**src/rtl/uart_rx_baud_ctrl.sv**
```systemverilog
// Auto-baud controller: hunts the five UART rates for a clean SYNC_BYTE stream, locks,
// then forwards bytes through a one-entry valid/ready register. Optional stats: UART_BAUD_STAT_EN.
module uart_rx_baud_ctrl #(
   parameter logic [7:0]  SYNC_BYTE   = 8'h55,
   parameter int unsigned LOCK_CNT    = 4,
   parameter int unsigned ERR_MAX     = 3,
   parameter logic [15:0] SETTLE_CYC  = 16'd4096,
   parameter logic [23:0] TIMEOUT_CYC = 24'd2000000
) (
   input  logic       clk_i,
   input  logic       rst_i,
   input  logic [7:0] rx_data_i,
   input  logic       rx_done_i,
   input  logic       rx_error_i,
   input  logic       force_hunt_i,
   input  logic       data_ready_i,
   output logic [2:0] buad_set_o,
   output logic       locked_o,
   output logic [7:0] data_o,
   output logic       data_valid_o,
   output logic       overrun_o
`ifdef UART_BAUD_STAT_EN
   ,
   output logic [15:0] err_total_o,
   output logic [7:0]  relock_cnt_o
`endif
);

   typedef enum logic [1:0] {
      ST_SETTLE = 2'd0,
      ST_HUNT   = 2'd1,
      ST_LOCKED = 2'd2
   } state_t;

   localparam logic [15:0] SETTLE_LOAD  = SETTLE_CYC - 16'd1;
   localparam logic [23:0] TIMEOUT_LOAD = TIMEOUT_CYC - 24'd1;
   localparam logic [3:0]  LOCK_TGT     = 4'(LOCK_CNT);
   localparam logic [3:0]  ERR_TGT      = 4'(ERR_MAX);
   localparam logic [2:0]  RATE_FIRST   = 3'd1;
   localparam logic [2:0]  RATE_LAST    = 3'd5;

   state_t      state_q, state_d;
   logic [15:0] settle_q, settle_d;
   logic [23:0] timeout_q, timeout_d;
   logic [3:0]  good_q, good_d;
   logic [3:0]  err_cnt_q, err_cnt_d;
   logic [2:0]  baud_q, baud_d;
   logic        err_prev_q;
   logic        err_evt;
   logic        advance;
   logic        byte_load;
   logic [3:0]  good_inc;
   logic [3:0]  err_inc;

   function automatic logic [2:0] next_rate(input logic [2:0] rate);
      return (rate >= RATE_LAST) ? RATE_FIRST : rate + 3'd1;
   endfunction

   // A level error that lasts several cycles must count as a single event.
   assign err_evt   = rx_error_i & ~err_prev_q;
   assign good_inc  = good_q + 4'd1;
   assign err_inc   = err_cnt_q + 4'd1;
   assign byte_load = (state_q == ST_LOCKED) & rx_done_i & ~err_evt;

   // NOTE: every output of a combinational block gets a default first, otherwise a latch is inferred.
   always_comb begin
      state_d   = state_q;
      settle_d  = settle_q;
      timeout_d = timeout_q;
      good_d    = good_q;
      err_cnt_d = err_cnt_q;
      baud_d    = baud_q;
      advance   = 1'b0;

      unique case (state_q)
         ST_SETTLE: begin
            if (settle_q == 16'd0) begin
               state_d   = ST_HUNT;
               timeout_d = TIMEOUT_LOAD;
               good_d    = 4'd0;
            end else begin
               settle_d = settle_q - 16'd1;
            end
         end

         ST_HUNT: begin
            if (err_evt) begin
               advance = 1'b1;
            end else if (rx_done_i) begin
               if (rx_data_i == SYNC_BYTE) begin
                  good_d    = good_inc;
                  timeout_d = TIMEOUT_LOAD;
                  if (good_inc == LOCK_TGT) begin
                     state_d   = ST_LOCKED;
                     err_cnt_d = 4'd0;
                  end
               end else begin
                  advance = 1'b1;
               end
            end else if (timeout_q == 24'd0) begin
               advance = 1'b1;
            end else begin
               timeout_d = timeout_q - 24'd1;
            end
         end

         ST_LOCKED: begin
            if (err_evt) begin
               err_cnt_d = err_inc;
               if (err_inc == ERR_TGT) begin
                  advance = 1'b1;
               end
            end else if (rx_done_i) begin
               err_cnt_d = 4'd0;
            end
         end

         default: begin
            state_d  = ST_SETTLE;
            settle_d = SETTLE_LOAD;
         end
      endcase

      // The rate only ever changes together with a fresh settle window.
      if (advance) begin
         baud_d   = next_rate(baud_q);
         state_d  = ST_SETTLE;
         settle_d = SETTLE_LOAD;
      end

      if (force_hunt_i) begin
         baud_d   = RATE_FIRST;
         state_d  = ST_SETTLE;
         settle_d = SETTLE_LOAD;
      end
   end

   // NOTE: sequential state uses non-blocking assignments so all registers update together at the edge.
   always_ff @(posedge clk_i or posedge rst_i) begin
      if (rst_i) begin
         state_q    <= ST_SETTLE;
         settle_q   <= SETTLE_LOAD;
         timeout_q  <= TIMEOUT_LOAD;
         good_q     <= 4'd0;
         err_cnt_q  <= 4'd0;
         baud_q     <= RATE_FIRST;
         err_prev_q <= 1'b0;
         locked_o   <= 1'b0;
      end else begin
         state_q    <= state_d;
         settle_q   <= settle_d;
         timeout_q  <= timeout_d;
         good_q     <= good_d;
         err_cnt_q  <= err_cnt_d;
         baud_q     <= baud_d;
         err_prev_q <= rx_error_i;
         locked_o   <= (state_d == ST_LOCKED);
      end
   end

   assign buad_set_o = baud_q;

   always_ff @(posedge clk_i or posedge rst_i) begin
      if (rst_i) begin
         data_o       <= 8'd0;
         data_valid_o <= 1'b0;
         overrun_o    <= 1'b0;
      end else begin
         overrun_o <= 1'b0;
         if (state_d != ST_LOCKED) begin
            data_valid_o <= 1'b0;
         end else if (byte_load) begin
            if (data_valid_o && !data_ready_i) begin
               overrun_o <= 1'b1;
            end else begin
               data_o       <= rx_data_i;
               data_valid_o <= 1'b1;
            end
         end else if (data_valid_o && data_ready_i) begin
            data_valid_o <= 1'b0;
         end
      end
   end

`ifdef UART_BAUD_STAT_EN
   always_ff @(posedge clk_i or posedge rst_i) begin
      if (rst_i) begin
         err_total_o  <= 16'd0;
         relock_cnt_o <= 8'd0;
      end else begin
         if (err_evt && (err_total_o != 16'hFFFF)) begin
            err_total_o <= err_total_o + 16'd1;
         end
         if ((state_q != ST_LOCKED) && (state_d == ST_LOCKED) && (relock_cnt_o != 8'hFF)) begin
            relock_cnt_o <= relock_cnt_o + 8'd1;
         end
      end
   end
`endif

endmodule

```
**config.mk**
```make
export PLATFORM = sky130hd
export DESIGN_NAME = uart_rx_baud_ctrl
export DESIGN_NICKNAME = d
export VERILOG_FILES = /design/src/rtl/uart_rx_baud_ctrl.sv
export SDC_FILE = /design/constraint.sdc
export NUM_CORES = 1
export LEC_CHECK = 0
export CAP_MARGIN = 20
export CORE_MARGIN = 2
export CORE_UTILIZATION = 33
export CTS_CLUSTER_SIZE = 14
export DETAILED_ROUTE_END_ITERATION = 8
export GPL_ROUTABILITY_DRIVEN = 0
export HOLD_SLACK_MARGIN = 0.1
export PLACE_DENSITY = 0.51
export RECOVER_POWER = 50
export SYNTH_ARGS = -nofsm -noshare
export SYNTH_HDL_FRONTEND = slang
export SYNTH_SLANG_ARGS = --single-unit
```
**constraint.sdc**
```tcl
create_clock -name clk_i -period 8.44 [get_ports clk_i]
set_clock_uncertainty 0.2 [all_clocks]
set_input_delay 0.844 -clock clk_i [delete_from_list [all_inputs] [get_ports clk_i]]
set_output_delay 0.844 -clock clk_i [all_outputs]
set_load 0.005 [all_outputs]
```
==> results.sh, run 1 <==
export IMPL_status="finished, violations left"
export IMPL_violations="capacitance limit, slew limit"
export IMPL_firstDrtPassIters=6
export IMPL_startpoint_type="input pin"
export IMPL_p_total_mw=0.740
export IMPL_ant_nets=0
export IMPL_cp_end_kind="async pin"
export IMPL_layout_nets=486
export IMPL_yosys_warnings=0
export IMPL_fin_hold_ws_ns=0.298
export IMPL_p_sw_share_pct=23.5
export IMPL_cts_resized=0
export IMPL_rsz0062_at_grt="no"
export IMPL_root_buffer="clkbuf_16"
export IMPL_fin_cells=610
export IMPL_p_leak_nw=1.85
export IMPL_grt_pass1_wl_mm=15.3
export IMPL_max_slew_margin_rel_pct=-131
export IMPL_post_cts_buffers=0
export IMPL_worstHoldEndpoint="timeout_q[23]"
export IMPL_dp_hpwl_mm=6.15
export IMPL_rr_startpoint="state_q[1]"
export IMPL_met2_usage_pct=23.6
export IMPL_multi_input_area_um2=2260
export IMPL_syn_area_per_cell_um2=9.35
export IMPL_syn_area_um2=4070
export IMPL_final_util_pct=39.3
export IMPL_drt_wirelength_per_cell_um=14.9
export IMPL_grt_overflow=0
export IMPL_fin_tns_setup_ns=0
export IMPL_reg2reg_to="settle_q[4]"
export IMPL_arrival_ns=3.90
export IMPL_tightest_slew_ns=3.47
export IMPL_antenna_found_initial=0
export IMPL_cts_sinks=65
export IMPL_start_util_pct=33.9
export IMPL_hold_violations=0
export IMPL_grt_pass1_vias=3195
export IMPL_ir_worst_vdd_v=0.0000954
export IMPL_cts_hold_buf=0
export IMPL_route_vias_total=3219
export IMPL_synthCells=435
export IMPL_clock_path_buffers=2
export IMPL_worstPathMaxFanout=65
export IMPL_cts_buffers=9
export IMPL_drt_iter0_markers=155
export IMPL_clkTransAtPathRegs_ns=0.05
export IMPL_grt_busiest_layer="met2"
export IMPL_io_pins=28
export IMPL_ys_flop_type="dfrtp_1"
export IMPL_placed_area_um2=4450
export IMPL_track_usage_pct=14.6
export IMPL_dieArea_um2=13200
export IMPL_final_min_clock_period_ns=4.45
export IMPL_synth_edff_count=0
export IMPL_cts_tree="done"
export IMPL_seq_power_share_pct=44.1
export IMPL_hold_depth=1
export IMPL_vias_per_cell=5.28
export IMPL_portBuffers=27
export IMPL_fmax_mhz=225
export IMPL_worst_setup_path_type="in2async"
export IMPL_min_period_over_period_pct=52.7
export IMPL_cap_violations=1
export IMPL_h_tree_depth=3
export IMPL_core_area_um2=12000
export IMPL_n_fill_cell=1202
export IMPL_rrSetupSlack_ns=4.78
export IMPL_route_detailed_drc=0
export IMPL_clock_power_share_pct=46.9
export IMPL_dp_cells=594
export IMPL_synth_seq_cells=65
export IMPL_yosysSeqAreaShare_pct=40.8
export IMPL_die_w_um=115
export IMPL_intPower_mw=0.566
export IMPL_area_growth_pct=16.1
export IMPL_worstHoldStart="timeout_q[23]"
export IMPL_pwr_share_comb_pct=8.9
export IMPL_drt_wl_total_mm=9.07
export IMPL_dp_slack_ns=4.41
export IMPL_grtUsageMet1_pct=18.5
export IMPL_slew_violations=66
export IMPL_synth_fp_nets=463
export IMPL_regArea_um2=1660
export IMPL_insertedDiodeCount=0
export IMPL_gr_usage_met3_pct=3.74
export IMPL_reg2regPathDepth=9
export IMPL_ys_types=75
export IMPL_setup_viol_count_final=0
export IMPL_power_switching_mw=0.174
export IMPL_grt_max_degree=66
export IMPL_power_density_nw_per_um2=157
export IMPL_fp_dieH_um=115
export IMPL_fin_ws_ns=3.99
export IMPL_finalInstanceArea_um2=4720
export IMPL_drive_gt1_share_pct=17.3
export IMPL_hold_class="reg2reg"
export IMPL_synth_async_reset_ratio_pct=100
export IMPL_required_ns=7.89
export IMPL_clk_latency_ns=0.34
export IMPL_rows=40
placed cells by master, fill, tap and decap left out, types with 4 or more instances in the layout:
cell type        instances
nor2_1                  39
dfrtp_1                 39
nand2_1                 36
nand3_1                 27
dfstp_2                 26
o21ai_1                 25
a21oi_1                 20
nand2b_1                19
clkdlybuf4s50_1         19
o21ai_0                 16
nor3_1                  14
ha_1                    14
mux2i_1                 13
inv_1                   12
a31oi_1                 12
mux2_2                   9
clkbuf_16                9
dlygate4sd3_1            8
o31ai_1                  6
and2_1                   6
nor4_1                   4
nor4_2                   4
nor2b_1                  4
nand3b_1                 4
nand4_1                  4
and2_0                   4
synth_stat cells (all sizes together) (5+ instances only):
cell / count / area share (%)
inv: 13 / 1.2
o21ai: 44 / 5.7
and2: 11 / 1.7
nor2b: 5 / 0.95
clkbuf: 12 / 1.4
a31oi: 12 / 1.8
nand3: 28 / 3.8
nor3: 14 / 1.7
nor2: 39 / 3.6
nor4: 10 / 2.9
mux2i: 13 / 3.2
nand3b: 5 / 1.0
buf: 6 / 1.1
ha: 14 / 4.3
o31ai: 7 / 1.4
dfstp: 26 / 17
nand4: 5 / 0.92
nand2b: 19 / 2.9
dfrtp: 39 / 24
a21oi: 21 / 2.7
mux2: 9 / 2.5
nand2: 37 / 3.6
state kept, by name (all words and copies together) (netlist names):
name,cells
buad_set_o,3
data_o,8
data_valid_o,1
err_cnt_q,4
err_prev_q,1
good_q,4
locked_o,1
overrun_o,1
settle_q,16
state_q,2
timeout_q,24
logic make-up (layout without fill, tap and decap cells):
kind of cell	count (synthesis)	after routing	synth area share (%)
AO/OA/AOI/OAI	110	110	18.3
multiplexers	22	22	5.69
flip-flops	65	65	40.8
buffers and inverters	32	60	4.00
XOR/XNOR	1	1	0.215
adder cells (fa/ha/maj)	14	14	4.31
AND/OR/NAND/NOR	191	191	26.7
metal layers:
metal | up-vias | wire (um)
met3 | 17 | 295
met4 | 0 | 167
met5 | - | 0
met2 | 37 | 4350
li1 | 1627 | -
met1 | 1538 | 4250
power groups by stage:
stage	clock network, mW	registers (mW)	logic, mW
floorplan	0	0.331	0.0408
global placement	0	0.332	0.0679
detailed placement	0	0.332	0.0687
CTS	0.358	0.327	0.0690
global route	0.372	0.328	0.0743
finish	0.347	0.327	0.0662
how the worst max path moves through the flow:
stage,cells after the start,slack [ns],start,end
3_5_place_dp,7,4.41,rx_done_i,data_o[3]
6_report,3,3.99,rst_i,state_q[0]
2_1_floorplan,7,5.51,rx_done_i,data_o[0]
5_1_grt,3,3.19,rst_i,state_q[0]
4_1_cts,8,4.74,state_q[1],data_o[3]
3_3_place_gp,7,4.44,rx_done_i,good_q[3]
worst max-delay path, stage by stage:
cell	delay [ns]
dlygate4sd3_1	0.54
clkinv_1	0.04
clkbuf_1	2.43
area by class of cell:
| type | count | share of cell area (%) |
|---|---|---|
| Clock inverter | 3 | 0.318 |
| Sequential cell | 65 | 35.1 |
| Inverter | 13 | 1.03 |
| Tap cell | 147 | 3.89 |
| Multi-Input combinational cell | 338 | 47.9 |
| Clock buffer | 13 | 5.51 |
| Timing Repair Buffer | 31 | 6.28 |
Power figures use the tool's default switching activity.
==> inputs of run 2 (changes only) <==
Settings changed: PLACE_DENSITY 0.51 to 0.53.
Clock period 8.44 ns to 4 ns, I/O delays scaled along.
==> results.sh, run 2 (synthesis results as in run 1) <==
export IMPL_status="finished, violations left"
export IMPL_violations="capacitance limit, slew limit"
export IMPL_top_layer_used="met4"
export IMPL_io_pins=28
export IMPL_slowest_stage="a2111oi_4"
export IMPL_drt_wl_total_mm=9.33
export IMPL_drt_iter0_markers=226
export IMPL_pwr_share_comb_pct=8.3
export IMPL_clock_path_buffers=2
export IMPL_worstHoldStart="timeout_q[23]"
export IMPL_fmax_mhz=327
export IMPL_reg_top3="timeout_q: 24 flops, settle_q: 16 flops, data_o: 8 flops"
export IMPL_grt_max_degree=30
export IMPL_critPathTopFamily="simple AND/OR/NAND/NOR gates"
export IMPL_power_switching_mw=0.382
export IMPL_core_area_um2=12000
export IMPL_route_vias_total=3295
export IMPL_p_total_mw=1.70
export IMPL_portBuffers=27
export IMPL_hold_depth=1
export IMPL_final_util_pct=40.2
export IMPL_cts_resized=0
export IMPL_cts_buffers=9
export IMPL_required_ns=4.06
export IMPL_post_cts_buffers=0
export IMPL_rr_startpoint="settle_q[10]"
export IMPL_max_slew_margin_rel_pct=-8.21
export IMPL_worstPathBufferInverterCount=0
export IMPL_rsz0062_at_grt="no"
export IMPL_wl_met3_um=248
export IMPL_path_cells="or4_4 > nor4_4 > nand3_4 > a2111oi_4 > nand2_1 > o21ai_1"
export IMPL_setup_viol_count_final=0
export IMPL_slew_violations=30
export IMPL_power_density_nw_per_um2=353
export IMPL_grt_overflow=0
export IMPL_grt_pass1_wl_mm=16.6
export IMPL_max_stage_delay_ns=0.91
export IMPL_dieArea_um2=13200
export IMPL_p_leak_nw=1.91
export IMPL_arrival_ns=3.12
export IMPL_cts_sinks=65
export IMPL_ant_nets=0
export IMPL_route_detailed_drc=0
export IMPL_hold_violations=0
export IMPL_worst_setup_path_type="reg2reg"
export IMPL_intPower_mw=1.32
export IMPL_ir_worst_vdd_v=0.000237
export IMPL_fin_tns_setup_ns=0
export IMPL_reg2reg_to="timeout_q[16]"
export IMPL_hold_class="reg2reg"
export IMPL_rows=40
export IMPL_top_register="timeout_q"
export IMPL_worstPathMaxFanout=14
export IMPL_tightest_slew_ns=1.62
export IMPL_root_buffer="clkbuf_16"
export IMPL_track_usage_pct=15.9
export IMPL_antenna_found_initial=0
export IMPL_firstDrtPassIters=4
export IMPL_drt_wirelength_per_cell_um=15.1
export IMPL_die_w_um=115
export IMPL_cp_end_kind="register"
export IMPL_reg2regPathDepth=6
export IMPL_start_util_pct=33.9
export IMPL_seq_power_share_pct=40.4
export IMPL_fp_dieH_um=115
export IMPL_drive_gt1_share_pct=18.7
export IMPL_layout_nets=493
export IMPL_grt_pass1_vias=3391
export IMPL_wl_met1_mm=4.28
export IMPL_insertedDiodeCount=0
export IMPL_worstHoldEndpoint="timeout_q[23]"
export IMPL_clk_latency_ns=0.34
export IMPL_clkTransAtPathRegs_ns=0.05
export IMPL_min_period_over_period_pct=76.4
export IMPL_rrSetupSlack_ns=0.94
export IMPL_dp_hpwl_mm=6.51
export IMPL_final_min_clock_period_ns=3.06
export IMPL_area_growth_pct=18.7
export IMPL_clock_power_share_pct=51.3
export IMPL_cap_violations=1
export IMPL_startpoint_type="register"
export IMPL_vias_per_cell=5.34
export IMPL_mostFrequentLayoutCells="39 x nor2_1, 39 x dfrtp_1, 36 x nand2_1"
export IMPL_cts_hold_buf=0
export IMPL_largest_reg_flops=24
export IMPL_cts_tree="done"
export IMPL_met2_length_mm=4.73
export IMPL_p_sw_share_pct=22.4
export IMPL_h_tree_depth=3
run 2: changes by cell type in the layout (fill, tap and decap cells not counted), sizes merged:
cell and delta:
buf +6, bufinv +2, clkinv -2, clkbuf -1
clkinvlp +1, inv +1
run 2: final cells by class:
class                           instances  area [um2]
Tap cell                              147         184
Inverter                               13        48.8
Sequential cell                        65        1660
Fill cell                            1203        7180
Clock buffer                           11         253
Timing Repair Buffer                   38         345
Multi-Input combinational cell        338        2260
Clock inverter                          5        77.6
run 2: layer usage:
metal  global-route usage (%)  up-vias
met5                        0        -
met4                     5.86        0
met3                     4.38        4
met2                     26.3       35
met1                     19.8     1617
li1                         -     1639
run 2: stage by stage:
step,setup WS [ns],hold WS [ns],cells,instance area [um2]
CTS,0.897,0.172,617,4840
detailed placement,0.724,0.291,601,4510
global route,0.706,0.312,617,4830
floorplan,1.29,0.231,435,4070
global placement,0.805,0.275,601,4510
finish,0.942,0.290,617,4830
run 2: worst max-delay path by stage:
stage | cells after the start | start | slack [ns] | endpoint
after CTS | 6 | settle_q[10] | 0.90 | timeout_q[16]
final | 6 | settle_q[10] | 0.94 | timeout_q[16]
after global routing | 3 | rst_i | 0.71 | locked_o
after global placement | 7 | rx_data_i[3] | 0.80 | data_o[3]
after detailed placement | 7 | rx_done_i | 0.72 | data_o[6]
after floorplan | 8 | state_q[1] | 1.29 | data_o[0]
run 2: power groups by stage:
stage,combinational (mW),sequential (mW),clock (mW)
6_report,0.141,0.689,0.874
5_1_grt,0.162,0.691,0.927
4_1_cts,0.148,0.689,0.905
3_5_place_dp,0.147,0.700,0
3_3_place_gp,0.146,0.699,0
2_1_floorplan,0.0862,0.699,0
==> inputs of run 3 (changes only) <==
Clock period 4 ns to 2.6 ns, I/O delays scaled along.
==> results.sh, run 3 (synthesis results as in run 1) <==
export IMPL_reg2reg_to="timeout_q[3]"
export IMPL_die_w_um=115
export IMPL_portBuffers=27
export IMPL_cp_end_kind="register"
export IMPL_cap_violations=0
export IMPL_io_pins=28
export IMPL_cts_tree="done"
export IMPL_fin_cells=690
export IMPL_firstDrtPassIters=4
export IMPL_slowest_stage="or4_4"
export IMPL_clkTransAtPathRegs_ns=0.06
export IMPL_hold_depth=1
export IMPL_hold_violations=0
export IMPL_fp_dieH_um=115
export IMPL_setup_viol_count_final=0
export IMPL_vias_per_cell=5.17
export IMPL_track_usage_pct=16.1
export IMPL_required_ns=2.65
export IMPL_cts_hold_buf=0
export IMPL_tightest_slew_ns=0.859
export IMPL_min_period_over_period_pct=98.0
export IMPL_final_util_pct=47.1
export IMPL_root_buffer="clkbuf_16"
export IMPL_antenna_found_initial=0
export IMPL_dp_hpwl_mm=7.17
export IMPL_arrival_ns=2.60
export IMPL_rows=40
export IMPL_clock_path_buffers=2
export IMPL_worst_setup_path_type="reg2reg"
export IMPL_cts_sinks=65
export IMPL_grt_pass1_wl_mm=17.0
export IMPL_worstPathMaxFanout=7
export IMPL_mostFrequentLayoutCells="71 x buf_4, 39 x nor2_1, 39 x dfrtp_1"
export IMPL_worstHoldEndpoint="timeout_q[12]"
export IMPL_rr_startpoint="settle_q[10]"
export IMPL_drt_wl_total_mm=10.2
export IMPL_route_detailed_drc=0
export IMPL_fin_tns_setup_ns=0
export IMPL_fmax_mhz=392
export IMPL_clk_latency_ns=0.33
export IMPL_p_leak_nw=2.32
export IMPL_final_min_clock_period_ns=2.55
export IMPL_largest_reg_flops=24
export IMPL_startpoint_type="register"
export IMPL_start_util_pct=33.9
export IMPL_final_common_cell="buf_4"
export IMPL_cts_buffers=9
export IMPL_power_density_nw_per_um2=465
export IMPL_drt_iter0_markers=242
export IMPL_top_register="timeout_q"
export IMPL_fin_hold_ws_ns=0.303
export IMPL_max_stage_delay_ns=0.56
export IMPL_grt_overflow=0
export IMPL_dieArea_um2=13200
export IMPL_rsz0062_at_grt="yes"
export IMPL_dp_cells=668
export IMPL_p_total_mw=2.63
export IMPL_layout_nets=566
export IMPL_reg2regPathDepth=8
export IMPL_reg_top3="timeout_q: 24 flops, settle_q: 16 flops, data_o: 8 flops"
export IMPL_drt_wirelength_per_cell_um=14.8
export IMPL_max_slew_margin_rel_pct=42.7
export IMPL_insertedDiodeCount=0
export IMPL_core_area_um2=12000
export IMPL_grt_max_degree=34
export IMPL_status="finished, final reports clean"
export IMPL_slew_violations=0
export IMPL_ir_worst_vdd_v=0.000309
export IMPL_route_vias_total=3566
export IMPL_grt_pass1_vias=3527
export IMPL_hold_class="reg2reg"
export IMPL_ant_nets=0
export IMPL_path_cells="or4_4 > nor4_4 > buf_4 > nand3_4 > a211o_4 > buf_6 > o31ai_2 > o21ai_1"
export IMPL_h_tree_depth=3
export IMPL_rrSetupSlack_ns=0.05
export IMPL_drive_gt1_share_pct=33.1
export IMPL_area_growth_pct=39.1
export IMPL_worstHoldStart="timeout_q[12]"
export IMPL_n_fill_cell=1149
## run 3: worst max-delay path by stage
stage | from | endpoint | slack, ns | cells after the start
after detailed placement | rx_data_i[7] | settle_q[7] | -0.41 | 8
after CTS | settle_q[1] | data_o[5] | 0.02 | 9
final | settle_q[10] | timeout_q[3] | 0.05 | 8
after global routing | settle_q[10] | timeout_q[3] | -0.03 | 8
after global placement | rx_data_i[3] | settle_q[9] | -0.36 | 8
after floorplan | state_q[1] | data_o[0] | -0.03 | 8
## run 3: final cells by class
| type | instances | area [um2] | share of cell area (%) |
|---|---|---|---|
| sequential | 65 | 1660 | 29.3 |
| clock inverter | 6 | 82.6 | 1.46 |
| timing repair buffer | 111 | 986 | 17.4 |
| multi-input combinational | 338 | 2470 | 43.6 |
| clock buffer | 10 | 229 | 4.05 |
| inverter | 13 | 48.8 | 0.862 |
| tap | 147 | 184 | 3.25 |
## run 3: what timing repair did
item | 4_1_cts | 5_1_grt
endpoints found under the setup margin | 21 | 36
cloned | 0 | 1
buffers inserted | 1 | 4
pin swaps | 1 | 14
gates resized for setup | 2 | 44
hold endpoints to repair | 0 | 0
## run 3: layer usage
| metal | GRT usage (%) | share of wire, % |
|---|---|---|
| met1 | 19.9 | 45 |
| met2 | 27.9 | 51 |
| met3 | 3.32 | 2.3 |
| met4 | 5.62 | 1.8 |
| met5 | 0 | 0 |
## run 3: worst max-delay path, delay by kind of cell (launching register included)
kind | cells | cell delay, ns
and+or+nand+nor | 3 | 0.90
DFF | 1 | 0.37
AOI/OAI and AO/OA | 3 | 0.69
buffers and inverters | 2 | 0.31
## run 3: where the power goes
group	internal [mW]	total, mW	switching (mW)	leakage (nW)
sequential	1.04	1.06	0.0146	0.814
clock	0.834	1.29	0.451	0.152
combinational	0.154	0.288	0.134	1.36
## run 3: through the flow
step | setup slack [ns] | cell area [um2]
floorplan | -0.0319 | 4070
global placement | -0.359 | 5050
detailed placement | -0.407 | 5050
CTS | 0.0165 | 5390
global route | -0.0341 | 5660
finish | 0.0520 | 5660
